--- config.mk ---
export PLATFORM = sky130hd
export DESIGN_NAME = rm_controller
export DESIGN_NICKNAME = d
export VERILOG_FILES = /design/src/rtl/rm_controller.sv
export SDC_FILE = /design/constraint.sdc
export NUM_CORES = 1
export LEC_CHECK = 0
export BUFFER_PORTS_ARGS = -buffer_cell sky130_fd_sc_hd__buf_4
export CORE_UTILIZATION = 49
export CTS_BUF_LIST = sky130_fd_sc_hd__clkbuf_4 sky130_fd_sc_hd__clkbuf_8
export DETAILED_ROUTE_END_ITERATION = 8
export GPL_TIMING_DRIVEN = 1
export HOLD_SLACK_MARGIN = 0.06
export PLACE_DENSITY = 0.82
export REMOVE_ABC_BUFFERS = 1
export SLEW_MARGIN = 0
export SYNTH_ARGS = -nofsm -noshare
export SYNTH_HDL_FRONTEND = slang
export SYNTH_SLANG_ARGS = --single-unit
--- constraint.sdc ---
create_clock -name clk -period 2.02 [get_ports clk]
set_input_delay 0.404 -clock clk [delete_from_list [all_inputs] [get_ports clk]]
set_output_delay 0.404 -clock clk [all_outputs]
set_load 0.02 [all_outputs]
--- src/rtl/rm_controller.sv ---
// Instruction register, decoder and Moore sequencer for the 16-bit Simple RISC Machine datapath.
// Control outputs are registered together with the state so each one is a function of state and IR only.
module rm_controller (
   input  logic        clk,
   input  logic        reset,
   input  logic        s,
   input  logic        load,
   input  logic [15:0] in,
   output logic        w,
   output logic [2:0]  readnum,
   output logic [2:0]  writenum,
   output logic        write,
   output logic        loada,
   output logic        loadb,
   output logic        loadc,
   output logic        loads,
   output logic        asel,
   output logic        bsel,
   output logic [1:0]  shift,
   output logic [1:0]  ALUop,
   output logic [1:0]  vsel,
   output logic [15:0] sximm8,
   output logic [15:0] sximm5
);

   typedef enum logic [2:0] {
      ST_WAIT, ST_DECODE, ST_GET_A, ST_GET_B, ST_ALU, ST_WRITE_REG, ST_WRITE_IMM
   } state_t;

   typedef struct packed {
      logic       w;
      logic [2:0] idx;
      logic       write;
      logic       loada;
      logic       loadb;
      logic       loadc;
      logic       loads;
      logic       asel;
      logic [1:0] shift;
      logic [1:0] alu_op;
      logic [1:0] vsel;
   } ctrl_t;

   localparam logic [4:0] OP_MOV_IMM = 5'b11010;
   localparam logic [4:0] OP_MOV_REG = 5'b11000;
   localparam logic [4:0] OP_ADD     = 5'b10100;
   localparam logic [4:0] OP_CMP     = 5'b10101;
   localparam logic [4:0] OP_AND     = 5'b10110;
   localparam logic [4:0] OP_MVN     = 5'b10111;

   state_t      st_q, st_nxt;
   logic [15:0] ir_q, ir_nxt;
   ctrl_t       ctrl_q, ctrl_nxt;

   // The op field doubles as the ALU opcode for every ALU-class instruction.
   function automatic ctrl_t ctrl_for(input state_t st, input logic [15:0] ir_v);
      ctrl_t c;
      c = '0;
      case (st)
         ST_WAIT: c.w = 1'b1;
         ST_GET_A: begin
            c.idx   = ir_v[10:8];
            c.loada = 1'b1;
         end
         ST_GET_B: begin
            c.idx   = ir_v[2:0];
            c.loadb = 1'b1;
         end
         ST_ALU: begin
            c.shift = ir_v[4:3];
            c.loadc = 1'b1;
            if (ir_v[15:13] == 3'b110) begin
               c.asel   = 1'b1;
               c.alu_op = 2'b00;
            end else begin
               c.alu_op = ir_v[12:11];
               c.loads  = (ir_v[12:11] == 2'b01);
            end
         end
         ST_WRITE_REG: begin
            c.idx   = ir_v[7:5];
            c.vsel  = 2'b11;
            c.write = 1'b1;
         end
         ST_WRITE_IMM: begin
            c.idx   = ir_v[10:8];
            c.vsel  = 2'b01;
            c.write = 1'b1;
         end
         default: c = '0;
      endcase
      return c;
   endfunction

   always_comb begin
      ir_nxt = ir_q;
      st_nxt = st_q;
      case (st_q)
         ST_WAIT: begin
            if (load) ir_nxt = in;
            if (s)    st_nxt = ST_DECODE;
         end
         ST_DECODE: begin
            case (ir_q[15:11])
               OP_MOV_IMM:             st_nxt = ST_WRITE_IMM;
               OP_MOV_REG, OP_MVN:     st_nxt = ST_GET_B;
               OP_ADD, OP_CMP, OP_AND: st_nxt = ST_GET_A;
               default:                st_nxt = ST_WAIT;
            endcase
         end
         ST_GET_A:     st_nxt = ST_GET_B;
         ST_GET_B:     st_nxt = ST_ALU;
         ST_ALU:       st_nxt = (ir_q[15:11] == OP_CMP) ? ST_WAIT : ST_WRITE_REG;
         ST_WRITE_REG: st_nxt = ST_WAIT;
         ST_WRITE_IMM: st_nxt = ST_WAIT;
         default:      st_nxt = ST_WAIT;
      endcase
      ctrl_nxt = ctrl_for(st_nxt, ir_nxt);
   end

   always_ff @(posedge clk or posedge reset) begin
      if (reset) begin
         st_q     <= ST_WAIT;
         ir_q     <= '0;
         ctrl_q   <= '0;
         ctrl_q.w <= 1'b1;
      end else begin
         st_q   <= st_nxt;
         ir_q   <= ir_nxt;
         ctrl_q <= ctrl_nxt;
      end
   end

   assign w        = ctrl_q.w;
   assign readnum  = ctrl_q.idx;
   assign writenum = ctrl_q.idx;
   assign write    = ctrl_q.write;
   assign loada    = ctrl_q.loada;
   assign loadb    = ctrl_q.loadb;
   assign loadc    = ctrl_q.loadc;
   assign loads    = ctrl_q.loads;
   assign asel     = ctrl_q.asel;
   assign bsel     = 1'b0;
   assign shift    = ctrl_q.shift;
   assign ALUop    = ctrl_q.alu_op;
   assign vsel     = ctrl_q.vsel;
   assign sximm8   = {{8{ir_q[7]}}, ir_q[7:0]};
   assign sximm5   = {{11{ir_q[4]}}, ir_q[4:0]};

endmodule
==> impl_metrics.env <==
export IMPL_cp_max_fo=10
export IMPL_cts_max_path_buffers=2
export IMPL_leakage_uw=0.001093
export IMPL_critPathRequiredTime_ps=2270
export IMPL_hold_path_class="input pin to async pin"
export IMPL_status="completed"
export IMPL_slew_violations=0
export IMPL_cts_hold_buffers=0
export IMPL_comb_power_share=0.536
export IMPL_max_clock_freq_mhz=585.4
export IMPL_reg2reg_depth=5
export IMPL_crit_path_end_kind="register"
export IMPL_critPathBufInv=2
export IMPL_vias_per_cell=4.893
export IMPL_final_common_cell="buf_4"
export IMPL_seqCellArea_sq_um=852.1
export IMPL_setup_viol_count_final=0
export IMPL_die_width_um=61.21
export IMPL_fin_crit_ps=1708
export IMPL_grt_pass1_wl_um=4857
export IMPL_hold_violations=0
export IMPL_netlist_area_sq_mm=0.001718
export IMPL_core_region_area_sq_mm=0.003337
export IMPL_cts_tree="yes"
export IMPL_clk_pin_slew_ps=110
export IMPL_cts_buffers=5
export IMPL_num_fill_cells=269
export IMPL_dieArea_sq_mm=0.003747
export IMPL_drc=0
export IMPL_clkLatencyLatePin_ps=340
export IMPL_critPathArrivalTime_ps=1950
export IMPL_internal_power_uw=2145
export IMPL_ant_nets=0
export IMPL_ys_warn_count=0
export IMPL_stdcell_count=233
export IMPL_rsz0062_at_grt="no"
export IMPL_rows=21
export IMPL_place_inst=225
export IMPL_drive_gt1_frac=0.5187
export IMPL_skew_ps=11.71
export IMPL_start_util=0.5148
export IMPL_dr_first_iter_drc_count=37
export IMPL_cp_cell_sequence="nor4b_4 -> buf_4 -> mux2i_1 -> inv_1 -> nor3_1"
export IMPL_critical_path_top_delay_family="simple AND/OR/NAND/NOR gates"
export IMPL_cts_resized_gates=0
export IMPL_power_density_mw_per_mm2=1833
export IMPL_ys_seq_area_frac=0.4960
export IMPL_grt_max_degree=35
export IMPL_multi_input_area_sq_um=495.5
export IMPL_cts_setup_buffers=0
export IMPL_setup_tns_ps=0
export IMPL_routed_wl_um=3201
export IMPL_pin_count=72
export IMPL_critPathKind="register to register"
export IMPL_antenna_found_initial=0
export IMPL_gp_congestion=0.7749
export IMPL_die_height_um=61.21
export IMPL_pwr_share_clk=0.129
export IMPL_slowest_delay_ps=520
export IMPL_critical_path_startpoint_type="register"
export IMPL_switching_share=0.4376
export IMPL_synth_seq_cells=34
export IMPL_hpwlAfterDp_um=2358
export IMPL_clockRootBuffer="clkbuf_4"
export IMPL_switchingPower_uw=1669
export IMPL_post_drt_wl_per_cell_um=13.74
export IMPL_synth_avg_cell_area_sq_um=11.69
export IMPL_clock_sink_count=34
export IMPL_drt_first_pass_iters=4
export IMPL_grt_pass1_vias=1029
export IMPL_cpMaxStageDelayCell="dfrtp_1"
export IMPL_vias=1140
export IMPL_finalNetCount=206
export IMPL_postSynthCellCount=147
export IMPL_ys_types=33
export IMPL_layout_common_cells="73 x buf_4, 33 x dfrtp_1, 12 x inv_1"
export IMPL_path_depth=5
export IMPL_pwr_share_seq=0.335
export IMPL_peakVddDrop_mv=0.6051
export IMPL_io_buffers=70
export IMPL_area_growth_pct=21.12
export IMPL_diodes=0
export IMPL_htree_levels=2
export IMPL_track_usage=0.1896
export IMPL_timing_final_crit_share=0.8457
export IMPL_cap_violations=0
export IMPL_overflow=0
## metal layers
layer | track usage | up-vias | share of wire
li1 | - | 532 | -
met1 | 0.2198 | 548 | 0.39
met2 | 0.2997 | 52 | 0.51
met3 | 0.07353 | 8 | 0.073
met4 | 0.1104 | 0 | 0.027
met5 | 0 | - | 0
## cells by family after synthesis
kind of cell | after synthesis | share of synthesized area
and+or+nand+nor | 33 | 0.1362
buffers and inverters | 53 | 0.2156
DFF | 34 | 0.4960
muxes | 16 | 0.09906
AOI/OAI and AO/OA | 10 | 0.05099
other | 1 | 0.002183
## worst paths after layout
kind	slack, ps	from	endpoint
setup / recovery	310	st_q[2]	loads
hold / removal	140	reset	loadb
setup reg to reg	310	st_q[2]	loads
hold reg to reg	510	ir_q[9]	ir_q[9]
max in group asynchronous	1560	reset	w
min in group clk	290	in[15]	ir_q[15]
## metrics by stage
stage / setup slack, ps / total power (uW) / cell area (sq um) / util / hold WS (ps)
after global placement: 488.1 / 3258 / 1998 / 0.5988 / 458.8
after CTS: 304.0 / 3832 / 2081 / 0.6235 / 142.9
final: 311.7 / 3814 / 2081 / 0.6235 / 137.8
after global routing: 153.7 / 4071 / 2081 / 0.6235 / 162.1
after floorplan: -288.9 / 2413 / 1393 / - / 446.1
after detailed placement: 327.6 / 3330 / 1998 / 0.5988 / 483.9
## state kept, by name, summed over array words and instances (netlist names)
signal   flops
ir_q        16
ALUop        2
loadb        1
loada        1
readnum      3
w            1
st_q         3
loadc        1
vsel         2
loads        1
shift        2
asel         1
## tightest hold or removal path: cells and delay by family
family / cells / cell delay [ps]
buf+inv: 3 / 510
## cells in the mapped netlist, drive strengths merged
cell	number	area share
a21oi	2	0.0058
a32o	2	0.012
and2	2	0.0073
and2b	1	0.0051
and3	2	0.0073
and3b	1	0.0051
and4b	2	0.012
buf	40	0.19
clkbuf	1	0.0029
conb	1	0.0022
dfrtp	33	0.48
dfstp	1	0.015
inv	12	0.026
mux2	8	0.052
mux2i	8	0.047
nand2	4	0.0087
nand2b	2	0.0073
nand3	3	0.0087
nand3b	3	0.013
nand4	3	0.011
nand4b	1	0.0087
nor2	4	0.0087
nor2b	2	0.012
nor3	1	0.0029
nor4b	2	0.019
o21ai	2	0.010
o21bai	1	0.0044
o221ai	3	0.019
## power by group through the flow
stage	sequential, uW	clock, uW	combinational (uW)
2_1_floorplan	1770	0	646
4_1_cts	1270	505	2060
5_1_grt	1330	531	2210
3_3_place_gp	1250	0	2000
3_5_place_dp	1280	0	2050
6_report	1280	493	2050
## final cells by class
class,count,share of cell area
sequential,34,0.4095
clock inverter,3,0.02165
tap,46,0.02766
multi-input combinational,60,0.2381
inverter,12,0.02165
timing repair buffer,73,0.2634
clock buffer,5,0.01804
No activity file was read; power rests on OpenSTA's default activity.
